### src/rtl/abro_sequencer.sv
// Stimulus driver and cycle-accurate checker for the 4-state A/B/reset recogniser.
// Drives a latched step pattern on A/B and compares the recogniser's state against an internal model.
//
// state   | meaning
// --------+-------------------------------------------------------------
// S_IDLE  | A=B=0, waiting for start; latches seq and loads model
// S_DRIVE | A/B carry the current step's bits for one cycle
// S_GAPW  | A=B=0 for GAP cycles after a step, down-counted
// S_FINAL | A=B=0, last comparison of the run
// S_END   | done pulse, result valid, back to S_IDLE
module abro_sequencer #(
  parameter int N      = 4,
  parameter int STEPS  = 4,
  parameter int STEP_W = 2,
  parameter int GAP    = 0
) (
  input  logic               clk,
  input  logic               reset,
  input  logic               start,
  input  logic [2*STEPS-1:0] seq,
  input  logic [N-1:0]       state,
  output logic               A,
  output logic               B,
  output logic               busy,
  output logic               done,
  output logic               pass,
  output logic [STEP_W-1:0]  err_step,
  output logic [N-1:0]       err_state
);

  typedef enum logic [2:0] {S_IDLE, S_DRIVE, S_GAPW, S_FINAL, S_END} fsm_e;

  localparam logic [3:0]        GAP_LOAD  = (GAP > 0) ? 4'(GAP - 1) : 4'd0;
  localparam logic [STEP_W-1:0] LAST_STEP = STEP_W'(STEPS - 1);

  fsm_e               fsm_q, fsm_d;
  logic [STEP_W-1:0]  step_q, step_d;
  logic [3:0]         gap_cnt_q, gap_cnt_d;
  logic [2*STEPS-1:0] seq_q, seq_d;
  logic [N-1:0]       model_q, model_d;
  logic               a_q, a_d, b_q, b_d;
  logic               busy_q, busy_d, done_q, done_d, pass_q, pass_d;
  logic [STEP_W-1:0]  err_step_q, err_step_d;
  logic [N-1:0]       err_state_q, err_state_d;

  logic               check_en, mismatch;
  logic [STEP_W-1:0]  cur_step;
  logic [1:0]         drive_bits;

  function automatic logic [N-1:0] model_next(input logic [N-1:0] s, input logic a, input logic b);
    if (s == N'(0)) return (a && b) ? N'(1) : s;
    if (s == N'(1)) return a ? N'(2) : s;
    if (s == N'(2)) return b ? N'(3) : s;
    if (s == N'(3)) return N'(0);
    return s;
  endfunction

  always_comb begin
    fsm_d       = fsm_q;
    step_d      = step_q;
    gap_cnt_d   = gap_cnt_q;
    seq_d       = seq_q;
    model_d     = model_q;
    pass_d      = pass_q;
    err_step_d  = err_step_q;
    err_state_d = err_state_q;

    // The first drive cycle has no prior step to check against.
    check_en = ((fsm_q == S_DRIVE) && (step_q != '0)) || (fsm_q == S_GAPW) || (fsm_q == S_FINAL);
    mismatch = check_en && (state != model_q);
    cur_step = (fsm_q == S_DRIVE) ? step_q - STEP_W'(1) : step_q;

    unique case (fsm_q)
      S_IDLE: begin
        if (start) begin
          seq_d       = seq;
          model_d     = state;
          pass_d      = 1'b0;
          err_step_d  = '0;
          err_state_d = '0;
          step_d      = '0;
          fsm_d       = S_DRIVE;
        end
      end
      S_DRIVE, S_GAPW, S_FINAL: begin
        if (fsm_q != S_FINAL) model_d = model_next(model_q, a_q, b_q);
        if (mismatch) begin
          fsm_d       = S_END;
          pass_d      = 1'b0;
          err_step_d  = cur_step;
          err_state_d = state;
        end else if (fsm_q == S_DRIVE) begin
          if (GAP > 0) begin
            fsm_d     = S_GAPW;
            gap_cnt_d = GAP_LOAD;
          end else if (step_q == LAST_STEP) begin
            fsm_d = S_FINAL;
          end else begin
            step_d = step_q + STEP_W'(1);
          end
        end else if (fsm_q == S_GAPW) begin
          if (gap_cnt_q == 4'd0) begin
            if (step_q == LAST_STEP) begin
              fsm_d = S_FINAL;
            end else begin
              step_d = step_q + STEP_W'(1);
              fsm_d  = S_DRIVE;
            end
          end else begin
            gap_cnt_d = gap_cnt_q - 4'd1;
          end
        end else begin
          fsm_d  = S_END;
          pass_d = 1'b1;
        end
      end
      default: fsm_d = S_IDLE;
    endcase

    drive_bits = 2'(seq_d >> {step_d, 1'b0});
    a_d    = (fsm_d == S_DRIVE) && drive_bits[1];
    b_d    = (fsm_d == S_DRIVE) && drive_bits[0];
    busy_d = (fsm_d == S_DRIVE) || (fsm_d == S_GAPW) || (fsm_d == S_FINAL);
    done_d = (fsm_d == S_END);
  end

  always_ff @(posedge clk) begin
    if (reset) begin
      fsm_q       <= S_IDLE;
      step_q      <= '0;
      gap_cnt_q   <= '0;
      seq_q       <= '0;
      model_q     <= '0;
      a_q         <= 1'b0;
      b_q         <= 1'b0;
      busy_q      <= 1'b0;
      done_q      <= 1'b0;
      pass_q      <= 1'b0;
      err_step_q  <= '0;
      err_state_q <= '0;
    end else begin
      fsm_q       <= fsm_d;
      step_q      <= step_d;
      gap_cnt_q   <= gap_cnt_d;
      seq_q       <= seq_d;
      model_q     <= model_d;
      a_q         <= a_d;
      b_q         <= b_d;
      busy_q      <= busy_d;
      done_q      <= done_d;
      pass_q      <= pass_d;
      err_step_q  <= err_step_d;
      err_state_q <= err_state_d;
    end
  end

  assign A         = a_q;
  assign B         = b_q;
  assign busy      = busy_q;
  assign done      = done_q;
  assign pass      = pass_q;
  assign err_step  = err_step_q;
  assign err_state = err_state_q;

endmodule

### config.mk
export PLATFORM = sky130hd
export DESIGN_NAME = abro_sequencer
export DESIGN_NICKNAME = d
export VERILOG_FILES = /design/src/rtl/abro_sequencer.sv
export SDC_FILE = /design/constraint.sdc
export NUM_CORES = 1
export LEC_CHECK = 0
export ABC_AREA = 1
export ABC_CLOCK_PERIOD_IN_PS = 3300
export CAP_MARGIN = 30
export CORE_MARGIN = 2
export CORE_UTILIZATION = 56
export DETAILED_ROUTE_END_ITERATION = 16
export HOLD_SLACK_MARGIN = 0.1
export PLACE_DENSITY = 0.9
export RECOVER_POWER = 100
export SETUP_SLACK_MARGIN = 0.1
export SLEW_MARGIN = 30
export SYNTH_ARGS = -nofsm -noshare
export SYNTH_HDL_FRONTEND = slang
export SYNTH_SLANG_ARGS = --single-unit
export TNS_END_PERCENT = 10
### constraint.sdc
create_clock -name clk -period 3.3 [get_ports clk]
set_clock_uncertainty 0.1 [all_clocks]
set_input_delay 0.825 -clock clk [delete_from_list [all_inputs] [get_ports clk]]
set_output_delay 0.825 -clock clk [all_outputs]
set_load 0.1 [all_outputs]
# ---- Word level (Yosys, flattened, before mapping)
# Cells that the tools add are included.
dict set report op_classes {
  bitwise 3
  n_mux 61
  n_shift 1
  eq_ne 19
  addsub 3
  n_reduce_logical 19
}
# operator count
set op_table {}
lappend op_table {{$mux W4} 15}
lappend op_table {{$mux W1} 22}
lappend op_table {{$mux W2} 10}
lappend op_table {{$mux W3} 6}
lappend op_table {{$mux W8} 2}
lappend op_table {{$pmux W4 S2} 2}
lappend op_table {{$eq A3 B2 Y1 const B} 4}
lappend op_table {{$eq A4 B2 Y1 const B} 2}
lappend op_table {{$logic_not A4 Y1} 2}
lappend op_table {{$pmux W2 S2} 2}
lappend op_table {{$reduce_and A4 Y1} 2}
lappend op_table {{$shr A8 B3 Y2} 1}
lappend op_table {{$eq A3 B1 Y1 const B} 2}
lappend op_table {{$ne A2 B2 Y1 const B} 3}
lappend op_table {{$ne A3 B3 Y1 const B} 2}
lappend op_table {{$pmux W3 S2} 1}
lappend op_table {{$logic_and A1 B1 Y1} 5}
lappend op_table {{$ne A5 B5 Y1 const B} 1}
lappend op_table {{$reduce_and A5 Y1} 1}
lappend op_table {{$eq A4 B1 Y1 const B} 1}
lappend op_table {{$logic_or A1 B1 Y1} 4}
lappend op_table {{$ne A4 B4 Y1} 1}
lappend op_table {{$reduce_bool A2 Y1} 2}
lappend op_table {{$sub A4 B1 Y4 const B} 1}
lappend op_table {{other kinds (10)} 12}
dict set report totals {
  register_bits 32
  elab_cells 118
}

# ---- Depth between registers and ports, before layout
# Gate-level depths: netlist (run 1).
dict set report depth {
  word_depth 22
  ltp_mapped 12
}

# ---- Least setup slack after synthesis (run 1)
# No wires, ideal clock.
dict set report synth_path {
  path_kind {input to register}
  start {in state[0]}
  end {reg gap_cnt_q[2]}
  required_time_ns 3.081
  n_path_buf 0
  stages 11
  setup_time_ns 0.119
  arrival_time_ns 1.687
  setup_slack_ns 1.394
  path_cell_list {inv_1 -> nand2_1 -> nand2_1 -> nor2_1 -> nand2_1 -> nand2_4 -> nand3_2 -> nor2_4 -> nand2_1 -> o21ai_1 -> a21oi_1}
}
dict set report synth_between {
  elab_chain_cells 4
}
# element line
set synth_lines {}
lappend synth_lines {{from (decl)} 21} ;# input logic [N-1:0] state,
lappend synth_lines {{$ne A4 B4 Y1} 70} ;# mismatch = check_en && (state != model_q);
lappend synth_lines {{$logic_and A1 B1 Y1} 70}
lappend synth_lines {{$not A1 Y1 (no source line)} n/a}
lappend synth_lines {{$reduce_and A5 Y1 (no source line)} n/a}
lappend synth_lines {{to (signal assigned)} 144} ;# gap_cnt_q <= gap_cnt_d;
lappend synth_lines {{to (decl)} 38} ;# logic [3:0] gap_cnt_q, gap_cnt_d;
# No other way between the ends.
# A chain may end at the register's enable or synchronous reset.

# ---- Worst setup path in the final report (run 1)
# Ends and elaborated chain as after synthesis.

==> flow_metrics.env, run 1 <==
export IMPL_outcome="finished, final reports clean"
export IMPL_synth_most_common_cell="nand2_1"
export IMPL_cap_viol_max_count=0
export IMPL_synthAdderAreaFrac=0.0314
export IMPL_rows=19
export IMPL_synth_seq_cells=32
export IMPL_viasPerCell=5.40
export IMPL_path_common_cell="nand2_1"
export IMPL_holdBufCountCts=0
export IMPL_relSlewSlack=0.225
export IMPL_post_dp_cell_area_um2=1840
export IMPL_pwr_share_seq=0.455
export IMPL_setup_viol=0
export IMPL_async_reset_ff_frac=0
export IMPL_fillerInstances=260
export IMPL_power_switching_uw=361
export IMPL_grt_pass1_wl_um=5730
export IMPL_fin_ws_ns=0.661
export IMPL_die_w_um=57.3
export IMPL_yosys_area_share_xor_xnor=0.0110
export IMPL_dr_pass1_iters=5
export IMPL_syn_num_nets=241
export IMPL_p_leak_nw=0.812
export IMPL_worstPathRequired_ns=3.44
export IMPL_synth_cell_area_um2=1590
export IMPL_peakVddDrop_v=0.000475
export IMPL_cts_sinks=32
export IMPL_path_class="input port to register"
export IMPL_timing_final_crit_share=0.800
export IMPL_yosys_warnings=0
export IMPL_antenna_found_initial=0
export IMPL_io_buffers=25
export IMPL_crit_fanout=6
export IMPL_hpwl_um=2390
export IMPL_worst_slew_pin_slew_ns=1.17
export IMPL_path_cells="dlygate4sd3_1, inv_1, nand2_1, nand2_1, nor2_1, nand2_1, nand2_1, nand2_1, nand2_1, nor2_1, nand2_1, o21ai_0, a21oi_1"
export IMPL_pwr_share_clk=0.247
export IMPL_muxShareOfSynthArea=0.0251
export IMPL_p_int_uw=594
export IMPL_path_delay_family="simple AND/OR/NAND/NOR gates"
export IMPL_synth_compound_area_frac=0.129
export IMPL_multi_input_area_um2=805
export IMPL_drt_first_iter_violations=90
export IMPL_synth_top_family_by_area="simple AND/OR/NAND/NOR gates"
export IMPL_diodes=0
export IMPL_ctsHtreeMaxLevel=2
export IMPL_synth_area_per_cell_um2=7.17
export IMPL_grt_max_degree=15
export IMPL_area_growth_pct=15.2
export IMPL_max_stage_delay_ns=0.61
export IMPL_core_area_um2=2730
export IMPL_synthSimpleGateAreaFrac=0.323
export IMPL_start_kind="input port"
export IMPL_drc_errors=0
export IMPL_ios=26
export IMPL_grt_overflow_total=0
export IMPL_power_density_nw_per_um2=520
export IMPL_postCtsSetupRepairBufs=0
export IMPL_start_util=0.583
export IMPL_crit_path_top_delay_cell="dlygate4sd3_1"
export IMPL_clock_latency_ns=0.34
export IMPL_grt_pass1_vias=1358
export IMPL_worstHoldPathType="register to register"
export IMPL_yosysTopAreaCellShare=0.402
export IMPL_whs_ns=0.366
export IMPL_die_h_um=57.3
export IMPL_crit_arrival_ns=2.78
export IMPL_gp_congestion=0.987
export IMPL_setup_tns_final_ns=0
export IMPL_cts_tree="yes"
export IMPL_drive_gt1_frac=0.0996
export IMPL_yosys_top_cells_count="nand2_1 (49), dfxtp_1 (32), nor2_1 (23), inv_1 (20), a21oi_1 (18)"
export IMPL_synth_ff_type="dfxtp_1"
export IMPL_synth_area_leaders="dfxtp_1 (40%), nand2_1 (12%), a21oi_1 (5.7%)"
export IMPL_cts_resized=0
export IMPL_synth_edf_count=0
export IMPL_fin_crit_ns=2.64
export IMPL_final_area_um2=1840
export IMPL_synth_cells=222
export IMPL_finalWirelength_um=3330
export IMPL_rsz0062_at_grt="false"
export IMPL_wl_per_cell_um=11.8
export IMPL_dieArea_um2=3290
export IMPL_postRouteAntennaNets=0
export IMPL_slew_violations=0
export IMPL_layout_nets=269
export IMPL_timing_fmax_ghz=0.379
export IMPL_numCtsBuffers=5
export IMPL_synth_seq_area_share=0.402
export IMPL_cts_buffer_depth=2
export IMPL_dp_worst_setup_slack_ns=0.604
export IMPL_root_buffer="clkbuf_4"
export IMPL_finalHoldViolCount=0
export IMPL_cp_buffers_inverters=2
export IMPL_ys_types=33
export IMPL_dr_total_vias=1523
export IMPL_power_uw=955
export IMPL_clkTransAtPathRegs_ns=0.10
export IMPL_cp_end_kind="register"
export IMPL_yosys_area_top_type="dfxtp_1"
export IMPL_combinationalPowerShare=0.298
export IMPL_track_usage=0.225
export IMPL_final_seq_area_um2=641
export IMPL_swShare=0.378
worst paths after layout:
check	from	end	slack [ns]	cells past startpoint
hold reg to reg	err_state[0]	err_state[0]	0.37	2
setup reg to reg	step_q[0]	gap_cnt_q[2]	1.19	10
hold / removal	err_state[0]	err_state[0]	0.37	2
setup / recovery	state[0]	gap_cnt_q[2]	0.66	13
layer usage:
metal  share of wire  GRT usage
met1            0.45      0.280
met2            0.46      0.358
met5               0          0
met4           0.027     0.0997
met3           0.065     0.0703
worst min-delay path: cells and delay by family, from the launching register on:
family / cells / cell delay [ns]
and+or+nand+nor: 1 / 0.06
DFF: 1 / 0.32
AOI/OAI and AO/OA: 1 / 0.05
metrics by stage:
step                       util  cells
after CTS                 0.695    282
after global placement    0.672    274
after floorplan               -    222
after global routing      0.671    282
after detailed placement  0.672    274
final                     0.671    282
state kept, by name, indices dropped and copies added (netlist names):
signal	flops
seq_q	8
err_state	4
gap_cnt_q	4
model_q	4
fsm_q	3
err_step	2
step_q	2
A	1
B	1
busy	1
done	1
pass	1
power by group through the flow:
| stage | combinational (mW) | clock, mW | sequential, mW |
|---|---|---|---|
| 2_1_floorplan | 0.145 | 0 | 0.528 |
| 3_3_place_gp | 0.295 | 0 | 0.443 |
| 3_5_place_dp | 0.298 | 0 | 0.443 |
| 4_1_cts | 0.300 | 0.239 | 0.435 |
| 5_1_grt | 0.311 | 0.260 | 0.439 |
| 6_report | 0.284 | 0.236 | 0.435 |
layout by cell type (no fill, tap or decap), types with 2 or more instances in the layout:
cell | synthesis | routed
mux2i_1 | 4 | 4
clkdlybuf4s50_1 | 0 | 12
clkbuf_4 | 0 | 5
ha_1 | 4 | 4
clkinv_2 | 0 | 2
xor2_1 | 2 | 2
nor2_1 | 23 | 24
nand4_1 | 2 | 2
a21oi_1 | 18 | 18
nor3_1 | 2 | 2
o21ai_0 | 10 | 14
nand3_2 | 3 | 3
nand2_1 | 49 | 53
nand3_1 | 17 | 17
inv_2 | 7 | 5
inv_1 | 20 | 22
clkbuf_1 | 2 | 11
dfxtp_1 | 32 | 32
or2_2 | 3 | 3
dlygate4sd3_1 | 0 | 2
cell type report:
| cell class | instances | share of cell area |
|---|---|---|
| inverter | 27 | 0.0552 |
| sequential | 32 | 0.349 |
| timing repair buffer | 26 | 0.103 |
| multi-input combinational | 158 | 0.438 |
| clock inverter | 2 | 0.00545 |
| tap | 31 | 0.0211 |
| clock buffer | 6 | 0.0279 |
kinds of logic (layout without fill, tap and decap cells):
group,after synthesis,in the layout
mux,4,4
compound gates,38,38
flops,32,32
xor+xnor,2,2
buf+inv,32,61
simple gates,110,110
fa+ha+maj,4,4
No activity file was read; power rests on OpenSTA's default activity.
==> run 2: changes to the inputs <==
ABC_CLOCK_PERIOD_IN_PS = 2200   (was 3300)
CORE_UTILIZATION = 47   (was 56)
PLACE_DENSITY = 0.81   (was 0.9)
clock period = 2.2 ns   (was 3.3 ns; I/O delays follow)
==> run 2 against run 1 <==
Against the previous run: combinational power increased by 56%; critical path depth decreased by 5; largest power group unchanged; global-route usage decreased by 3.5 points; via count decreased by 1.5%; hold slack got worse by 0.0013 ns; worst setup slack got worse by 0.44 ns; total power increased by 67%; largest cell class unchanged; clock power increased by 110%; core utilization decreased by 7.1 points.
==> flow_metrics.env, run 2 (synthesis gave the netlist of run 1 again) <==
export IMPL_cts_sinks=32
export IMPL_relSlewSlack=0.641
export IMPL_fin_ws_ns=0.219
export IMPL_power_mw=1.59
export IMPL_start_util=0.485
export IMPL_final_cell_mix="nand2_1 (50), dfxtp_1 (32), nor2_1 (23), inv_1 (22), a21oi_1 (19)"
export IMPL_viasPerCell=4.95
export IMPL_fin_crit_ns=1.98
export IMPL_final_common_cell="nand2_1"
export IMPL_path_class="input port to register"
export IMPL_finalWirelength_um=3370
export IMPL_area_growth_pct=23.7
export IMPL_die_w_um=62.2
export IMPL_p_int_mw=1.06
export IMPL_gp_congestion=0.919
export IMPL_ctsHtreeMaxLevel=2
export IMPL_r2r_start="step_q[0]"
export IMPL_worstPathRequired_ns=2.32
export IMPL_antenna_found_initial=0
export IMPL_hold_start="gap_cnt_q[0]"
export IMPL_cap_viol_max_count=0
export IMPL_layout_nets=275
export IMPL_crit_arrival_ns=2.10
export IMPL_setup_viol=0
export IMPL_hpwl_um=2590
export IMPL_start_kind="input port"
export IMPL_dr_total_vias=1500
export IMPL_rrSetupSlack_ns=0.27
export IMPL_finalHoldViolCount=0
export IMPL_grt_overflow_total=0
export IMPL_track_usage=0.190
export IMPL_dr_pass1_iters=6
export IMPL_slew_violations=0
export IMPL_pwr_share_clk=0.312
export IMPL_top_register="seq_q"
export IMPL_die_h_um=62.2
export IMPL_drive_gt1_frac=0.175
export IMPL_worst_slew_pin_slew_ns=0.541
export IMPL_drt_first_iter_violations=58
export IMPL_clock_latency_ns=0.33
export IMPL_root_buffer="clkbuf_4"
export IMPL_postCtsSetupRepairBufs=0
export IMPL_postRouteAntennaNets=0
export IMPL_power_density_nw_per_um2=809
export IMPL_crit_fanout=7
export IMPL_cp_end_kind="register"
export IMPL_swShare=0.338
export IMPL_power_switching_uw=539
export IMPL_dieArea_um2=3870
export IMPL_ios=26
export IMPL_wl_per_cell_um=11.1
export IMPL_timing_final_crit_share=0.900
export IMPL_dp_worst_setup_slack_ns=-0.103
export IMPL_crit_start="start"
export IMPL_rows=21
export IMPL_cts_tree="yes"
export IMPL_combinationalPowerShare=0.279
export IMPL_numCtsBuffers=5
export IMPL_instances_no_fill=303
export IMPL_fillerInstances=340
export IMPL_timing_fmax_ghz=0.505
export IMPL_outcome="finished, final reports clean"
export IMPL_grt_max_degree=25
export IMPL_drc_errors=0
export IMPL_pwr_share_seq=0.409
export IMPL_rsz0062_at_grt="false"
export IMPL_worstHoldPathType="register to register"
export IMPL_io_buffers=25
export IMPL_peakVddDrop_v=0.000490
export IMPL_diodes=0
export IMPL_p_leak_nw=0.891
export IMPL_grt_pass1_wl_um=6000
export IMPL_largest_register_ffs=8
export IMPL_grt_pass1_vias=1413
export IMPL_dp_cells=295
export IMPL_core_area_um2=3280
export IMPL_final_area_um2=1970
export IMPL_clkTransAtPathRegs_ns=0.09
export IMPL_post_dp_cell_area_um2=1900
export IMPL_cts_buffer_depth=2
run 2: cell types whose count changed in the layout (fill, tap and decap cells not counted), sizes merged:
cell / before / now
bufinv: 0 / 1
buf: 1 / 6
clkdlybuf4s50: 12 / 13
clkinv: 2 / 0
clkbuf: 17 / 19
dlygate4sd3: 2 / 1
run 2: critical path, cell delays in order:
cell,delay [ns]
dlygate4sd3_1,0.56
nand2_1,0.21
buf_4,0.23
nand2_1,0.14
nor2_4,0.15
nand2_1,0.09
o21ai_1,0.12
a21oi_1,0.05
run 2: worst paths after layout:
kind	end	cells after the start
worst max-delay path	gap_cnt_q[2]	8
worst min-delay path	gap_cnt_q[0]	2
worst max register to register	gap_cnt_q[2]	10
worst min register to register	gap_cnt_q[0]	2
run 2: timing repair:
| action | 4_1_cts | 5_1_grt |
|---|---|---|
| endpoints found under the setup margin | 0 | 1 |
| endpoints found under the hold margin | 0 | 0 |
| resized for setup | 0 | 1 |
| hold buffers | 0 | 0 |
run 2: final cells by class:
cell class / instances / area [um2] / share of cell area
multi-input cells: 158 / 828 / 0.420
flip-flops and latches: 32 / 641 / 0.325
repair buffers: 32 / 248 / 0.126
inverters: 27 / 101 / 0.0514
clock buffers: 7 / 65.1 / 0.0330
well taps: 46 / 57.6 / 0.0292
clock inverters: 1 / 30.0 / 0.0152
run 2: power by group through the flow:
stage               clock network, mW  logic [mW]  registers (mW)
floorplan                           0       0.217           0.792
global placement                    0       0.452           0.665
detailed placement                  0       0.458           0.666
CTS                             0.507       0.460           0.653
global route                    0.539       0.490           0.659
finish                          0.497       0.444           0.653
run 2: routing by layer:
metal / track usage / vias up / wire [um]
met5: 0 / - / 0
met4: 0.0528 / 0 / 42
met3: 0.0580 / 6 / 151
met2: 0.325 / 28 / 1630
met1: 0.231 / 683 / 1550
li1: - / 783 / -
run 2: per-stage QoR:
| step | util | hold slack (ns) | TNS (ns) |
|---|---|---|---|
| global placement | 0.579 | 0.347 | -0.309 |
| finish | 0.600 | 0.365 | 0 |
| CTS | 0.608 | 0.367 | 0 |
| global route | 0.600 | 0.391 | 0 |
| detailed placement | 0.579 | 0.353 | -0.395 |
| floorplan | - | 0.339 | 0 |
==> run 3: changes to the inputs <==
CAP_MARGIN = 0   (was 30)
CELL_PAD_IN_SITES_DETAIL_PLACEMENT = 0   (was not set)
CELL_PAD_IN_SITES_GLOBAL_PLACEMENT = 1   (was not set)
CORE_UTILIZATION = 34   (was 47)
PLACE_DENSITY = 0.82   (was 0.81)
==> run 3 against run 2 <==
Against the previous run: worst setup slack got worse by 0.030 ns; die area increased by 36%; fmax decreased by 1.5%; cell count increased by 3.6%; total power decreased by 4.0%; core utilization decreased by 15 points; sequential cell count unchanged; critical endpoint unchanged.
==> flow_metrics.env, run 3 (synthesis gave the netlist of run 1 again) <==
export IMPL_numCtsBuffers=5
export IMPL_postRouteAntennaNets=0
export IMPL_worstPathRequired_ns=2.26
export IMPL_rows=24
export IMPL_start_kind="input port"
export IMPL_grt_max_degree=25
export IMPL_final_common_cell="nand2_1"
export IMPL_min_to="gap_cnt_q[3]"
export IMPL_gp_congestion=0.818
export IMPL_setup_viol=0
export IMPL_crit_arrival_ns=2.07
export IMPL_cp_buffers_inverters=2
export IMPL_root_buffer="clkbuf_8"
export IMPL_viasPerCell=4.75
export IMPL_finish_utilization=0.455
export IMPL_power_mw=1.53
export IMPL_rsz0062_at_grt="false"
export IMPL_layout_nets=281
export IMPL_timing_fmax_ghz=0.497
export IMPL_reg2reg_depth=10
export IMPL_hold_start="gap_cnt_q[3]"
export IMPL_cp_end_kind="register"
export IMPL_cts_buffer_depth=2
export IMPL_area_growth_pct=26.9
export IMPL_die_h_um=72.4
export IMPL_power_density_nw_per_um2=758
export IMPL_track_usage=0.155
export IMPL_fin_crit_ns=2.01
export IMPL_crit_path_top_delay_cell="dlygate4sd3_1"
export IMPL_largest_register_ffs=8
export IMPL_drc_errors=0
export IMPL_antenna_found_initial=0
export IMPL_rrSetupSlack_ns=0.28
export IMPL_clock_latency_ns=0.28
export IMPL_worst_slew_pin_slew_ns=0.542
export IMPL_cap_viol_max_count=0
export IMPL_path_class="input port to register"
export IMPL_dr_total_vias=1492
export IMPL_peakVddDrop_v=0.000292
export IMPL_hpwl_um=2710
export IMPL_grt_pass1_vias=1435
export IMPL_finalWirelength_um=3580
export IMPL_slew_violations=0
export IMPL_drt_first_iter_violations=55
export IMPL_crit_fanout=7
export IMPL_path_delay_family="buffers and inverters"
export IMPL_grt_overflow_total=0
export IMPL_cts_sinks=32
export IMPL_ios=26
export IMPL_r2r_start="step_q[0]"
export IMPL_die_w_um=72.4
export IMPL_p_leak_nw=0.937
export IMPL_finalHoldViolCount=0
export IMPL_dieArea_um2=5250
export IMPL_final_cell_mix="nand2_1 (49), dfxtp_1 (32), nor2_1 (23), inv_1 (22), a21oi_1 (18)"
export IMPL_min_path_cells=2
export IMPL_clkTransAtPathRegs_ns=0.06
export IMPL_start_util=0.358
export IMPL_dr_pass1_iters=4
export IMPL_timing_final_crit_share=0.914
export IMPL_diodes=0
export IMPL_core_area_um2=4440
export IMPL_path_common_cell="nand2_1"
export IMPL_grt_pass1_wl_um=6220
export IMPL_path_cells="dlygate4sd3_1, nand2_1, buf_4, nand2_1, nor2_4, nand2_2, o21ai_1, a21oi_1"
export IMPL_cts_tree="yes"
export IMPL_reg2reg_to="gap_cnt_q[2]"
export IMPL_outcome="finished, final reports clean"
export IMPL_wl_per_cell_um=11.4
export IMPL_top_register="seq_q"
export IMPL_relSlewSlack=0.640
export IMPL_worstHoldPathType="register to register"
export IMPL_max_stage_delay_ns=0.57
export IMPL_drive_gt1_frac=0.191
export IMPL_io_buffers=25
export IMPL_ctsHtreeMaxLevel=2
run 3: worst max path at each step:
stage,to,depth (start not counted),slack (ns),startpoint
2_1_floorplan,model_q[1],6,0.36,B
3_3_place_gp,A,13,-0.11,state[2]
3_5_place_dp,B,13,-0.15,state[2]
4_1_cts,B,13,0.14,state[2]
5_1_grt,A,13,0.05,state[3]
6_report,gap_cnt_q[2],8,0.19,start
run 3: final cells by class:
| class | count | area (um2) |
|---|---|---|
| Timing Repair Buffer | 38 | 297 |
| Inverter | 27 | 101 |
| Clock buffer | 6 | 72.6 |
| Multi-Input combinational cell | 158 | 840 |
| Tap cell | 52 | 65.1 |
| Fill cell | 476 | 2420 |
| Sequential cell | 32 | 641 |
| Clock inverter | 1 | 5.00 |
run 3: power breakdown:
part / switching (mW) / total [mW] / leakage [nW] / internal, mW
sequential: 0.0287 / 0.653 / 0.262 / 0.625
combinational: 0.318 / 0.457 / 0.634 / 0.139
clock: 0.206 / 0.421 / 0.0410 / 0.215
run 3: worst reg2reg max path, cell delays in order (launching register included):
cell and delay [ns]:
dfxtp_1 0.44, inv_1 0.11, ha_1 0.23, o21ai_2 0.18
nand2_4 0.10, nand2_4 0.10, nand2_1 0.11, nor2_4 0.19
nand2_2 0.07, o21ai_1 0.12, a21oi_1 0.05
run 3: timing repair:
item	in CTS	in global routing
gates resized for setup	0	8
setup buffers	0	0
setup endpoints to repair	0	3
hold buffers	0	0
run 3: stage by stage:
stage / setup WS, ns / hold WS [ns] / TNS (ns) / instance area, um2 / instances
6_report: 0.189 / 0.365 / 0 / 2020 / 314
5_1_grt: 0.0490 / 0.380 / 0 / 2020 / 314
4_1_cts: 0.143 / 0.367 / 0 / 2030 / 314
3_5_place_dp: -0.145 / 0.358 / -0.404 / 1950 / 307
3_3_place_gp: -0.107 / 0.348 / -0.243 / 1950 / 307
2_1_floorplan: 0.357 / 0.339 / 0 / 1590 / 222
run 3: routing by layer:
metal	wire, um	share of wire	track usage	vias to the layer above
li1	-	-	-	795
met1	1740	0.49	0.191	673
met2	1650	0.46	0.247	19
met3	101	0.028	0.0431	5
met4	79	0.022	0.0782	0
met5	0	0	0	-
